==> config.mk <==
export PLATFORM = sky130hd
export DESIGN_NAME = fpu_result_buffer
export DESIGN_NICKNAME = d
export VERILOG_FILES = /design/src/rtl/fpu_result_buffer.sv
export SDC_FILE = /design/constraint.sdc
export NUM_CORES = 1
export LEC_CHECK = 0
export ABC_CLOCK_PERIOD_IN_PS = 5100
export CORE_ASPECT_RATIO = 1.1
export CORE_UTILIZATION = 40
export DETAILED_ROUTE_END_ITERATION = 8
export DONT_BUFFER_PORTS = 1
export PLACE_DENSITY = 0.66
export SYNTH_ARGS = -nofsm -noshare
export SYNTH_HDL_FRONTEND = slang
export SYNTH_SLANG_ARGS = --single-unit
export TNS_END_PERCENT = 10
==> constraint.sdc <==
create_clock -name clk -period 5.1 [get_ports clk]
set_input_delay 0.765 -clock clk [delete_from_list [all_inputs] [get_ports clk]]
set_output_delay 0.765 -clock clk [all_outputs]
set_load 0.01 [all_outputs]
==> src/rtl/fpu_result_buffer.sv <==
// Receive side of a fixed-latency FPU pipe: credit issue, in-flight shadow pipe, result FIFO.
// Optional protocol checker on err is enabled by defining FPU_RBUF_CHECK_EN.
module fpu_result_buffer #(
    parameter int WIDTH   = 32,
    parameter int LATENCY = 4,
    parameter int DEPTH   = 8
) (
    input  logic             clk,
    input  logic             rst_n,
    input  logic             issue,
    output logic             issue_ready,
    input  logic             pipe_valid,
    input  logic [WIDTH-1:0] pipe_data,
    output logic             out_valid,
    output logic [WIDTH-1:0] out_data,
    input  logic             out_ready,
    output logic             err
);

    localparam int PTR_W = (DEPTH > 1) ? $clog2(DEPTH) : 1;
    localparam int CNT_W = $clog2(DEPTH + LATENCY + 1);
    localparam logic [PTR_W-1:0] LAST_PTR = PTR_W'(DEPTH - 1);
    localparam logic [CNT_W-1:0] DEPTH_C  = CNT_W'(DEPTH);
    localparam logic [CNT_W-1:0] ONE_C    = CNT_W'(1);

    generate
        if (LATENCY < 1) begin : g_bad_latency
            $error("fpu_result_buffer: LATENCY must be >= 1");
        end
        if (DEPTH < 1) begin : g_bad_depth
            $error("fpu_result_buffer: DEPTH must be >= 1");
        end
    endgenerate

    logic                 acc;
    logic                 arrive;
    logic                 pop;
    logic                 full;
    logic                 wr_en;
    logic [LATENCY-1:0]   sh_p;
    logic [CNT_W-1:0]     occ;
    logic [CNT_W-1:0]     inflight;
    logic [CNT_W-1:0]     credits_used;
    logic [PTR_W-1:0]     wr_ptr;
    logic [PTR_W-1:0]     rd_ptr;
    logic [WIDTH-1:0]     mem [DEPTH];

    function automatic logic [PTR_W-1:0] next_ptr(input logic [PTR_W-1:0] p);
        next_ptr = (p == LAST_PTR) ? '0 : p + PTR_W'(1);
    endfunction

    assign acc          = issue && issue_ready;
    assign arrive       = sh_p[LATENCY-1];
    assign credits_used = occ + inflight;
    assign issue_ready  = credits_used < DEPTH_C;
    assign pop          = out_valid && out_ready;
    assign full         = (occ == DEPTH_C);
    // A push onto a full FIFO only lands if the head leaves in the same cycle.
    assign wr_en        = pipe_valid && (!full || pop);
    assign out_valid    = (occ != '0);
    assign out_data     = out_valid ? mem[rd_ptr] : '0;

    // Stage p0..pN: shadow of accepted issues, one token per cycle of datapath latency
    generate
        if (LATENCY == 1) begin : g_sh_one
            always_ff @(posedge clk or negedge rst_n) begin
                if (!rst_n) sh_p <= '0;
                else        sh_p <= acc;
            end
        end else begin : g_sh_shift
            always_ff @(posedge clk or negedge rst_n) begin
                if (!rst_n) sh_p <= '0;
                else        sh_p <= {sh_p[LATENCY-2:0], acc};
            end
        end
    endgenerate

    always_ff @(posedge clk or negedge rst_n) begin
        if (!rst_n) begin
            inflight <= '0;
        end else begin
            case ({acc, arrive})
                2'b10:   inflight <= inflight + ONE_C;
                2'b01:   inflight <= inflight - ONE_C;
                default: inflight <= inflight;
            endcase
        end
    end

    always_ff @(posedge clk or negedge rst_n) begin
        if (!rst_n) begin
            occ    <= '0;
            wr_ptr <= '0;
            rd_ptr <= '0;
        end else begin
            case ({wr_en, pop})
                2'b10:   occ <= occ + ONE_C;
                2'b01:   occ <= occ - ONE_C;
                default: occ <= occ;
            endcase
            if (wr_en) wr_ptr <= next_ptr(wr_ptr);
            if (pop)   rd_ptr <= next_ptr(rd_ptr);
        end
    end

    // Result storage carries data only, so it is not reset.
    always_ff @(posedge clk) begin
        if (wr_en) mem[wr_ptr] <= pipe_data;
    end

`ifdef FPU_RBUF_CHECK_EN
    logic err_q;

    always_ff @(posedge clk or negedge rst_n) begin
        if (!rst_n) begin
            err_q <= 1'b0;
        end else if ((pipe_valid != arrive) || (pipe_valid && full && !pop)) begin
            err_q <= 1'b1;
        end
    end

    assign err = err_q;
`else
    assign err = 1'b0;
`endif

endmodule

==> results.json <==
{
  "yosysTopAreaCellShare": 0.7126,
  "port_buffers": 0,
  "cts_sinks": 274,
  "slew_violations": 0,
  "fin_crit_ps": 3493,
  "min_path_type": "in2reg",
  "grt_pass1_wl_mm": 31.63,
  "r2r_slack_ps": 2020,
  "h-tree-depth": 1,
  "syn_nets": 541,
  "worst-setup-path-type": "reg2out",
  "ys_seq_area_frac": 0.7543,
  "min_from": "pipe_data[12]",
  "ir_drop_v": 0.0004460,
  "hold_buffers": 1,
  "cts_root_buffer": "clkbuf_16",
  "fmaxAchievable_mhz": 286.3,
  "cts_buffer_depth": 3,
  "syn_area_per_cell_um2": 21.97,
  "die-height_um": 174.2,
  "post_synth_num_cell_types": 47,
  "dpl.hpwl_mm": 12.04,
  "worstSkewPairLatency_ps": 540,
  "synthesis.instances": 491,
  "clkTransAtPathRegs_ps": 60,
  "synthArstFlopShare": 0.06569,
  "synthFlopType": "edfxtp_1",
  "area_delta_synth_final_pct": 12.06,
  "path_cells": "buf_4, mux4_2, a22o_1",
  "synth_area_leaders": "edfxtp_1 (71%), mux4_2 (13%), dfrtp_1 (4.2%), a22o_1 (2.5%), ha_1 (1.4%)",
  "max_stage_delay_ps": 910,
  "via_per_inst": 5.477,
  "skew_ps": 24.16,
  "r2r_cells": 6,
  "p_leak_uw": 0.003889,
  "place_worst_setup_slack_ps": 2072,
  "hold_viol_final": 0,
  "drt-wirelength-per-cell_um": 23.49,
  "grt_antenna_before_repair": 0,
  "fin_ws_ps": 1607,
  "first_iter_violations": 349,
  "synth_warnings": 0,
  "cts-buffers-inserted": 28,
  "num-fill-cells": 2156,
  "grt_max_degree": 36,
  "setup_viol": 0,
  "crit_required_ps": 4340,
  "synth_area_um2": 10790,
  "drc": 0,
  "hold_path_depth": 0,
  "drv_cap": 0,
  "first_global_vias": 5262,
  "arrival_ps": 2730,
  "fin_nets": 557,
  "wl_mm": 20.69,
  "post_cts_resized": 0,
  "final_cell_mix": "edfxtp_1 (256), mux4_2 (64), a22o_1 (31), clkbuf_16 (28), dfrtp_1 (16)",
  "cts_tree": "built",
  "postCtsSetupBuffers": 0,
  "finalCritPeriodShare": 0.6849,
  "placed_cells": 828,
  "core_um2": 26300,
  "final_cells": 881,
  "die_w_um": 158.6,
  "cp-start-kind": "register",
  "overflow": 0,
  "antenna_left": 0,
  "worst_slew_pin_slew_ps": 1044,
  "multi_input_area_um2": 2486,
  "yosysTopAreaCell": "edfxtp_1",
  "place_congestion": 0.6781,
  "setup_tns_ps": 0,
  "antennaDiodeCount": 0,
  "hold_end": "mem[1][12]",
  "p_per_area_nw_per_um2": 587.0,
  "drive_above_1_share": 0.2703,
  "grt_setup_unrepaired": "no",
  "die_area_um2": 27630,
  "synth_edf_count": 256,
  "initial_core_util": 0.4102,
  "crit_slowest_cell": "dfrtp_2",
  "rows": 62,
  "rr_endpoint": "occ[3]",
  "synth-seq-cells": 274,
  "slew_headroom": 0.3027,
  "seq_area_um2": 8143,
  "drtPass1Iterations": 4,
  "io-pin-count": 72,
  "outcome": "complete, no violations",
  "vias": 4825,
  "crit_path_end_kind": "output pin",
  "cp_max_fo": 35,
  "r2r_start": "occ[2]",
  "final_common_cell": "edfxtp_1",
  "grt_usage": 0.1564
}
-- synthesized netlist by cell type, drive strengths merged (2+ instances only) --
| library cell | count |
|---|---|
| a21o | 3 |
| a21oi | 4 |
| a22o | 32 |
| and2 | 2 |
| buf | 19 |
| clkbuf | 9 |
| dfrtp | 18 |
| edfxtp | 256 |
| ha | 12 |
| inv | 7 |
| mux2 | 6 |
| mux2i | 2 |
| mux4 | 64 |
| nand2 | 3 |
| nand2b | 4 |
| nand3 | 4 |
| nor2 | 5 |
| nor2b | 3 |
| nor3 | 5 |
| nor3b | 3 |
| o211ai | 2 |
| o21ai | 3 |
| o41ai | 2 |
| or4 | 2 |
| or4b | 2 |
| xnor2 | 3 |
| xor2 | 3 |
-- power by group --
group / switching, µW / internal (µW)
registers: 283 / 2860
logic: 1100 / 929
clock network: 791 / 1140
-- critical path: cells and delay by family, from the launching register on --
family / cells / cell delay [ps]
buffers and inverters: 1 / 540
AO/OA/AOI/OAI: 1 / 320
flip-flops: 1 / 910
multiplexers: 1 / 390
-- area by class of cell --
| cell class | count | share of cell area |
|---|---|---|
| Sequential cell | 274 | 0.6736 |
| Timing Repair Buffer | 14 | 0.008901 |
| Clock inverter | 16 | 0.01118 |
| Inverter | 7 | 0.002173 |
| Multi-Input combinational cell | 182 | 0.2057 |
| Tap cell | 352 | 0.03643 |
| Clock buffer | 36 | 0.06210 |
-- per-layer routing --
metal | global-route usage | part of all wire
met1 | 0.1905 | 0.39
met5 | 0 | 0
met3 | 0.04463 | 0.072
met2 | 0.2714 | 0.52
met4 | 0.03846 | 0.015
-- through the flow --
stage / power (µW) / util / cell area (µm²) / hold slack [ps]
2_1_floorplan: 4782 / - / 10790 / 331.2
3_3_place_gp: 5178 / 0.4256 / 11190 / 344.5
3_5_place_dp: 5269 / 0.4256 / 11190 / 337.2
4_1_cts: 7205 / 0.4597 / 12090 / 298.6
5_1_grt: 7446 / 0.4597 / 12090 / 293.4
6_report: 7096 / 0.4597 / 12090 / 321.2
-- flip-flops by register name (all words and copies together), names as in the netlist --
| register | flops |
|---|---|
| mem | 256 |
| inflight | 4 |
| occ | 4 |
| sh_p | 4 |
| rd_ptr | 3 |
| wr_ptr | 3 |
-- cell families after synthesis --
family	after synthesis	synth area share
AND/OR/NAND/NOR	39	0.02215
adder cells (fa/ha/maj)	13	0.01577
multiplexers	72	0.1417
buffers and inverters	35	0.02041
XOR/XNOR	6	0.004872
AO/OA/AOI/OAI	51	0.04036
flip-flops	274	0.7543
other	1	0.0003476
-- worst max path at each step --
stage | slack, ps | endpoint | startpoint | depth (start not counted)
after floorplan | 510 | mem[0][0] | out_ready | 3
after global placement | 2130 | out_data[20] | rd_ptr[0] | 3
after detailed placement | 2070 | occ[3] | occ[2] | 6
after CTS | 1540 | out_data[15] | rd_ptr[0] | 3
after global routing | 1420 | out_data[5] | rd_ptr[0] | 3
final | 1610 | out_data[28] | rd_ptr[1] | 3
Power figures use the tool's default switching activity.
